## src/rtl/hamming_decode_scheduler.sv

```systemverilog
// Purpose: two-requester round-robin front end for a shared bit-serial Hamming(7,4) decoder.
// Latency: grant at T, dec_ena T+1..T+7 (LSB first), WAIT from T+8, rsp_valid no earlier than T+9.
// Backpressure: reqN_ready only in IDLE (one per grant); rsp_* is an unthrottled one-cycle pulse.
//
// Ports:
//   clk, rst                   rising-edge clock, synchronous active-high reset
//   reqN_valid/code/ready      requester N codeword handshake (N = 0, 1)
//   dec_ena, dec_bit           serial codeword stream to the decoder
//   dec_valid/data/syndrome    decoder result, sampled only while waiting
//   rsp_valid/id/data/err/timeout  response pulse back to the owning requester
//   err_count                  saturating count of responses with rsp_err set
//   busy                       high whenever a transaction is in flight
module hamming_decode_scheduler #(
  parameter int unsigned TIMEOUT = 15
) (
  input  logic       clk,
  input  logic       rst,
  input  logic       req0_valid,
  input  logic [6:0] req0_code,
  output logic       req0_ready,
  input  logic       req1_valid,
  input  logic [6:0] req1_code,
  output logic       req1_ready,
  output logic       dec_ena,
  output logic       dec_bit,
  input  logic       dec_valid,
  input  logic [3:0] dec_data,
  input  logic [2:0] dec_syndrome,
  output logic       rsp_valid,
  output logic       rsp_id,
  output logic [3:0] rsp_data,
  output logic       rsp_err,
  output logic       rsp_timeout,
  output logic [7:0] err_count,
  output logic       busy
);

  typedef enum logic [1:0] {IDLE, SHIFT, WAIT, RESP} state_t;

  // Counter value seen in the last WAIT cycle that may still accept a result.
  localparam logic [7:0] LAST_WAIT = 8'(TIMEOUT - 1);

  state_t     state_q;
  logic       last_q;       // id granted most recently; the other side wins a tie
  logic       id_q;
  logic [6:0] code_q;
  logic [2:0] bit_idx_q;
  logic [7:0] wait_cnt_q;
  logic [7:0] err_count_q;
  logic       dec_ena_q;
  logic       dec_bit_q;
  logic       busy_q;
  logic       rsp_valid_q;
  logic       rsp_id_q;
  logic [3:0] rsp_data_q;
  logic       rsp_err_q;
  logic       rsp_timeout_q;

  logic       grant_vld_d;
  logic       grant_id_d;
  logic [6:0] grant_code_d;

  // Grant decision is combinational so ready coincides with the accepting cycle.
  // rst masks it so nothing is accepted on a reset edge.
  always_comb begin
    grant_vld_d = (state_q == IDLE) && !rst && (req0_valid || req1_valid);
    if (req0_valid && req1_valid) begin
      grant_id_d = ~last_q;
    end else begin
      grant_id_d = req1_valid;
    end
    grant_code_d = grant_id_d ? req1_code : req0_code;
  end

  assign req0_ready = grant_vld_d && !grant_id_d;
  assign req1_ready = grant_vld_d &&  grant_id_d;

  always_ff @(posedge clk) begin
    if (rst) begin
      state_q       <= IDLE;
      last_q        <= 1'b1;
      id_q          <= 1'b0;
      code_q        <= '0;
      bit_idx_q     <= '0;
      wait_cnt_q    <= '0;
      err_count_q   <= '0;
      dec_ena_q     <= 1'b0;
      dec_bit_q     <= 1'b0;
      busy_q        <= 1'b0;
      rsp_valid_q   <= 1'b0;
      rsp_id_q      <= 1'b0;
      rsp_data_q    <= '0;
      rsp_err_q     <= 1'b0;
      rsp_timeout_q <= 1'b0;
    end else begin
      // Serial and response outputs are pulses; each state re-asserts what it needs.
      dec_ena_q     <= 1'b0;
      dec_bit_q     <= 1'b0;
      rsp_valid_q   <= 1'b0;
      rsp_id_q      <= 1'b0;
      rsp_data_q    <= '0;
      rsp_err_q     <= 1'b0;
      rsp_timeout_q <= 1'b0;

      case (state_q)
        IDLE: begin
          if (grant_vld_d) begin
            state_q   <= SHIFT;
            id_q      <= grant_id_d;
            last_q    <= grant_id_d;
            code_q    <= grant_code_d;
            bit_idx_q <= '0;
            busy_q    <= 1'b1;
            // Present bit 0 in the first SHIFT cycle.
            dec_ena_q <= 1'b1;
            dec_bit_q <= grant_code_d[0];
          end
        end

        SHIFT: begin
          if (bit_idx_q == 3'd6) begin
            state_q    <= WAIT;
            wait_cnt_q <= '0;
          end else begin
            bit_idx_q <= bit_idx_q + 3'd1;
            dec_ena_q <= 1'b1;
            dec_bit_q <= code_q[bit_idx_q + 3'd1];
          end
        end

        WAIT: begin
          wait_cnt_q <= wait_cnt_q + 8'd1;
          // A result in the final allowed cycle wins over the timeout.
          if (dec_valid) begin
            state_q     <= RESP;
            rsp_valid_q <= 1'b1;
            rsp_id_q    <= id_q;
            rsp_data_q  <= dec_data;
            rsp_err_q   <= |dec_syndrome;
          end else if (wait_cnt_q == LAST_WAIT) begin
            state_q       <= RESP;
            rsp_valid_q   <= 1'b1;
            rsp_id_q      <= id_q;
            rsp_timeout_q <= 1'b1;
          end
        end

        RESP: begin
          state_q <= IDLE;
          busy_q  <= 1'b0;
          if (rsp_err_q && (err_count_q != 8'hFF)) begin
            err_count_q <= err_count_q + 8'd1;
          end
        end

        default: state_q <= IDLE;
      endcase
    end
  end

  assign dec_ena     = dec_ena_q;
  assign dec_bit     = dec_bit_q;
  assign busy        = busy_q;
  assign rsp_valid   = rsp_valid_q;
  assign rsp_id      = rsp_id_q;
  assign rsp_data    = rsp_data_q;
  assign rsp_err     = rsp_err_q;
  assign rsp_timeout = rsp_timeout_q;
  assign err_count   = err_count_q;

endmodule

```

## config.mk

```make
export PLATFORM = sky130hd
export DESIGN_NAME = hamming_decode_scheduler
export DESIGN_NICKNAME = d
export VERILOG_FILES = /design/src/rtl/hamming_decode_scheduler.sv
export SDC_FILE = /design/constraint.sdc
export NUM_CORES = 1
export LEC_CHECK = 0
export ABC_AREA = 1
export ABC_CLOCK_PERIOD_IN_PS = 1500
export CAP_MARGIN = 5
export CORE_MARGIN = 8
export CORE_UTILIZATION = 35
export CTS_BUF_LIST = sky130_fd_sc_hd__clkbuf_4 sky130_fd_sc_hd__clkbuf_8 sky130_fd_sc_hd__clkbuf_16
export CTS_CLUSTER_DIAMETER = 60
export DETAILED_ROUTE_END_ITERATION = 16
export SETUP_SLACK_MARGIN = 0.3
export SKIP_CTS_REPAIR_TIMING = 1
export SLEW_MARGIN = 5
export SYNTH_ARGS = -nofsm -noshare
export SYNTH_HDL_FRONTEND = slang
export SYNTH_SLANG_ARGS = --single-unit
```

## constraint.sdc

```tcl
create_clock -name clk -period 1.5 [get_ports clk]
set_clock_uncertainty 0.05 [all_clocks]
set_input_delay 0.15 -clock clk [delete_from_list [all_inputs] [get_ports clk]]
set_output_delay 0.15 -clock clk [all_outputs]
set_load 0.05 [all_outputs]
```

* Word level (Yosys, flattened, before mapping) *
Cells that the tools add are included.

word-level totals
  word-level logic and storage cells = 81
  register bits = 41

cells by class
  add/subtract/negate cells = 3
  reductions and logical operators = 23
  muxes and demuxes = 26
  order comparisons = 1
  equality and inequality tests = 10
  bitwise gates (word level) = 3

operators by type and width
  kind                                                 count
  adder 8 x 1 -> 8 bit (second input constant)         2
  one-hot mux 8 bit (2 select lines)                   1
  2-to-1 mux 1 bit                                     11
  OR reduction 3 bit                                   3
  == test 8 x 4 -> 1 bit (second input constant)       1
  2-to-1 mux 2 bit                                     4
  2-to-1 mux 8 bit                                     1
  inequality test 8 bit (second input constant)        1
  one-hot mux 2 bit (4 select lines)                   1
  AND reduction 2 bit                                  4
  2-to-1 mux 7 bit                                     1
  logical AND 1 bit                                    6
  2-to-1 mux 3 bit                                     2
  inequality test 2 bit (second input constant)        3
  one-hot mux 1 bit (2 select lines)                   3
  one-hot mux 3 bit (2 select lines)                   1
  AND reduction 3 bit                                  2
  nonzero test 2 bit                                   3
  == test 2 bit (second input constant)                2
  < comparator 3 x 4 -> 1 bit (second input constant)  1
  adder 3 x 1 -> 3 bit (second input constant)         1
  binary-select mux 1 bit (select 3 bit)               1
  == test 3 bit (second input constant)                1
  inequality test 3 bit (second input constant)        1
  6 further kinds                                      9

* Logic depth before layout (Yosys ltp) *
Gate-level depths: netlist (run 1).

  depth after elaboration = 5
  mapped depth = 10

* Worst setup path after synthesis (run 1) *
Ideal clock, no wire load.

  path type = register to register
  start = register err_count_q[1], in the netlist err_count[1]
  end = register err_count_q[7], in the netlist err_count[7]
  path slack = -251 ps
  stages on the path, launching flop included = 9
  required time = 1336 ps
  path buffers = 0
  library setup time = 114 ps
  data arrival time = 1587 ps
  cells stage by stage = dfxtp_1 -> ha_1 -> nand2_1 -> nor2_1 -> nand3_2 -> nand2_2 -> nor2_1 -> nor2_1 -> nor2_1

between the ends
  longest elaborated chain between the ends = 3
  elaborated cells between the ends (all ways) = 4

ends and longest elaborated chain
  what                                                          RTL line  source
  from (decl)                                                   49        logic [7:0] err_count_q;
  from (signal assigned)                                        152       err_count_q <= err_count_q + 8'd1;
  branches (longest 3 deep; another with adder 8 x 1 -> 8 bit)  -

Parallel ways; which one is timed is not known.
A chain may end at the register's enable or synchronous reset.

* Worst setup path in the final report (run 1) *
  start = register state_q[0]
  end = output req1_ready

between the ends
  longest elaborated chain between the ends = 4

ends and longest elaborated chain
  what                             RTL line  source
  from (decl)                      43        state_t state_q;
  from (signal assigned)           80        state_q <= IDLE;
  from (signal assigned)           108       state_q <= SHIFT;
  from (signal assigned)           122       state_q <= WAIT;
  logical NOT 2 bit                66        grant_vld_d = (state_q == IDLE) && !rst && (req0_valid || req1_valid);
  logical AND 1 bit (2 in series)  66
  logical AND 1 bit                76        assign req1_ready = grant_vld_d && grant_id_d;
  to (decl)                        23        output logic req1_ready,

No other way between the ends.

==> results by group, run 1 <==
Setup path
  • R2R Path End: state_q[1]
  • Worst Path Class, Setup: flip-flop to primary output
  • Critical Path Start Type: flip-flop
  • RR Startpoint: state_q[1]
  • CP Max Fanout: 5
  • CP Data Arrival Time: 1.52 ns
  • R2r setup slk: -0.14 ns
  • Req. time, crit path: 1.30 ns
  • Crit. End Element: primary output
  • Setup crit end: req1_ready
  • Path depth of the worst reg2reg path: 8
  • CP Launch Point: state_q[0]

Final layout
  • Most common library cell in the layout ignoring fill and taps: nand2_1
  • Synth-to-layout area growth: 63.47%
  • # diodes: 0
  • Nets: approximately 410
  • Fin util: 59.33%
  • Commonest non-fill, non-tap cells in the layout: nand2_1 (64), buf_4 (49), inv_1 (31)
  • Fillers: 513
  • Share of layout cells above drive strength 1: a little under two fifths

Timing
  • Slew margin rel.: between 80% and 90%
  • Final Setup Violations: 14
  • RSZ-0062 raised after global routing: true
  • Fin crit share: 114.4%
  • Final Hold Fails: 0
  • Peak Freq: ~580 MHz
  • Slew Viols, Final: 0
  • Post-route setup TNS: -1.177 ns
  • Fin worst setup slack: -0.2156 ns
  • Worst-margin pin slew: roughly 0.27 ns
  • Period minus WS final: 1.716 ns

Global route
  • Number of global-route vias before repair: 1898
  • Grt ovf: 0
  • Pin count of the biggest net entering global routing: 14
  • Global-route wire length before repair: about 8.5 mm
  • Gr usage total: between 10% and 20%
  • Initial antenna violation count: 0

Status
  • Failing checks: negative setup slack
  • Run status: finished with violations

Yosys
  • Sequential fraction of the synthesis area: roughly two fifths
  • EDFF count, synth: 0
  • Post-Syn Nets: 314
  • Cell variety after synth: 31
  • Syn Std Cell Area: ~0.0020 sq mm
  • Top_reg_cell synth: dfxtp_1
  • Share of the synthesized area in the top cell type: 40.82%
  • Synth area leaders: dfxtp_1 (41%), nand2_1 (13%), inv_1 (7.5%)
  • FFs w/ async S/R, synth: 0%
  • Synth warn: 0
  • Area leader, netlist: dfxtp_1
  • Syn_area_per_cell: ~7.2 sq um
  • Synth Instances: 279
  • Seq cells post-synth: 41

Detailed routing
  • Via density: approximately 4.7
  • Number of remaining DRC errors: 0
  • Pre-antenna DRT Iters: 4
  • DR WL/cell: approximately 12 microns
  • Final WL: around 5.5 mm
  • Final antenna-violating net count: 0
  • Vias: between 2000 and 2500
  • Iter 0 DRT Violations: roughly 110

Clock tree
  • Clk_lat worst skew: roughly 0.29 ns
  • # H-tree levels: 2
  • Reg clk slew, reported paths: 0.08 ns
  • CTS tree: done
  • Sink Count: 41
  • CTS Buffer Depth: 2
  • Clock Root Buffer: clkbuf_8
  • CTS Buf Count: 5

Run
  • Max Cap Viol: 0

Die
  • Die height: ~92 microns
  • Die area: about 0.0084 sq mm
  • # IOs: between 40 and 50
  • Initial Utilization: a little over a third
  • Placeable Area: roughly 0.0055 sq mm
  • Die X-Extent: 91.80 microns
  • Site row count: 27

Place
  • Hpwl dp: between 3 and 4 mm
  • I/O Buffers: 46
  • Routability cong.: around 0.78

Pwr
  • Peak supply drop: 575.4 uV
  • Pwr/cell area: roughly 1100 mW/mm^2
  • Cell leakage power: between 1 and 1.5 nW

Min path
  • Hold Crit Class: input pin to flip-flop
==> synthesized netlist by cell type, types with 2 or more instances <==
| library cell | instances |
|---|---|
| o21bai_1 | 2 |
| buf_6 | 2 |
| ha_1 | 9 |
| o21ai_0 | 8 |
| nand2_2 | 2 |
| nand3_2 | 3 |
| a21oi_1 | 16 |
| inv_1 | 40 |
| nand4_1 | 5 |
| xnor2_1 | 3 |
| a31oi_1 | 6 |
| nand3_1 | 17 |
| a22oi_1 | 2 |
| nor2_1 | 33 |
| xor2_1 | 4 |
| nand2_1 | 72 |
| dfxtp_1 | 41 |
==> state kept, by name (all words and copies together), names as in the netlist <==
name and flops:
rsp_valid 1, dec_ena 1, state_q 2, rsp_id 1, wait_cnt_q 8, rsp_err 1, last_q 1, id_q 1
err_count 8, bit_idx_q 3, dec_bit 1, rsp_timeout 1, busy 1, code_q 7, rsp_data 4
==> report_power, final <==
part | internal (mW) | switching [mW]
sequential | 1.23 | 0.0854
clock | 0.384 | 0.372
combinational | 0.737 | 0.868
total | 2.35 | 1.32
==> worst max-delay path: stages, from the launching register on <==
cell	delay, ns
dfxtp_2	0.34
inv_2	0.08
ha_4	0.14
inv_2	0.05
nor2_4	0.09
nand2_4	0.08
buf_6	0.14
nor2_8	0.15
buf_12	0.15
==> cell families (layout without fill, tap and decap cells) <==
logic type / Yosys count / after routing / synth area share (%)
AO/OA/AOI/OAI: 39 / 39 / 11.14
XOR/XNOR: 7 / 7 / 3.049
adder cells (fa/ha/maj): 9 / 9 / 5.601
buffers and inverters: 45 / 137 / 9.147
AND/OR/NAND/NOR: 138 / 138 / 30.24
flip-flops: 41 / 41 / 40.82
==> stage by stage <==
step                      power, mW  instance area, sq um  instances  setup slack [ns]  hold slack [ns]
after floorplan               2.159                  2076        279           0.03898           0.1763
after global placement        2.650                  2755        415          -0.09724           0.3978
after detailed placement      2.662                  2755        415           -0.1329           0.3953
after CTS                     3.433                  2845        422           -0.3295           0.3084
after global routing          3.914                  3287        443           -0.3028           0.3289
final                         3.679                  3287        443           -0.2156           0.3279
==> area by class of cell <==
class                      count  area, sq um  area share (%)
multi-input combinational    193         1280           38.94
sequential                    41        843.3           25.66
timing repair buffer          88        810.8           24.67
inverter                      42        172.7           5.253
clock buffer                   7        90.09           2.741
tap                           72        90.09           2.741
==> per-layer routing <==
metal  global-route usage (%)  part of all wire (%)  wire, microns
met1                    14.75                    45           2464
met2                    19.51                    49           2659
met3                    5.297                   4.9            270
met4                    4.027                   1.3             73
met5                        0                     0              0
==> worst min-delay path by stage <==
stage / from / endpoint / slack [ns] / cells after the start
after detailed placement: code_q[0] / code_q[0] / 0.40 / 2
final: dec_data[1] / rsp_data[1] / 0.33 / 3
after global routing: dec_data[1] / rsp_data[1] / 0.33 / 3
after global placement: id_q / id_q / 0.40 / 2
after CTS: dec_data[3] / rsp_data[3] / 0.31 / 3
after floorplan: dec_valid / rsp_timeout / 0.18 / 1
Note: power is estimated with default switching activity, not from simulation.
==> run 2, diff against run 1 <==
- CTS_CLUSTER_DIAMETER: 60 -> default
==> results of run 2 <==
No change in the layout: final DEF, timing and power equal those of run 1.
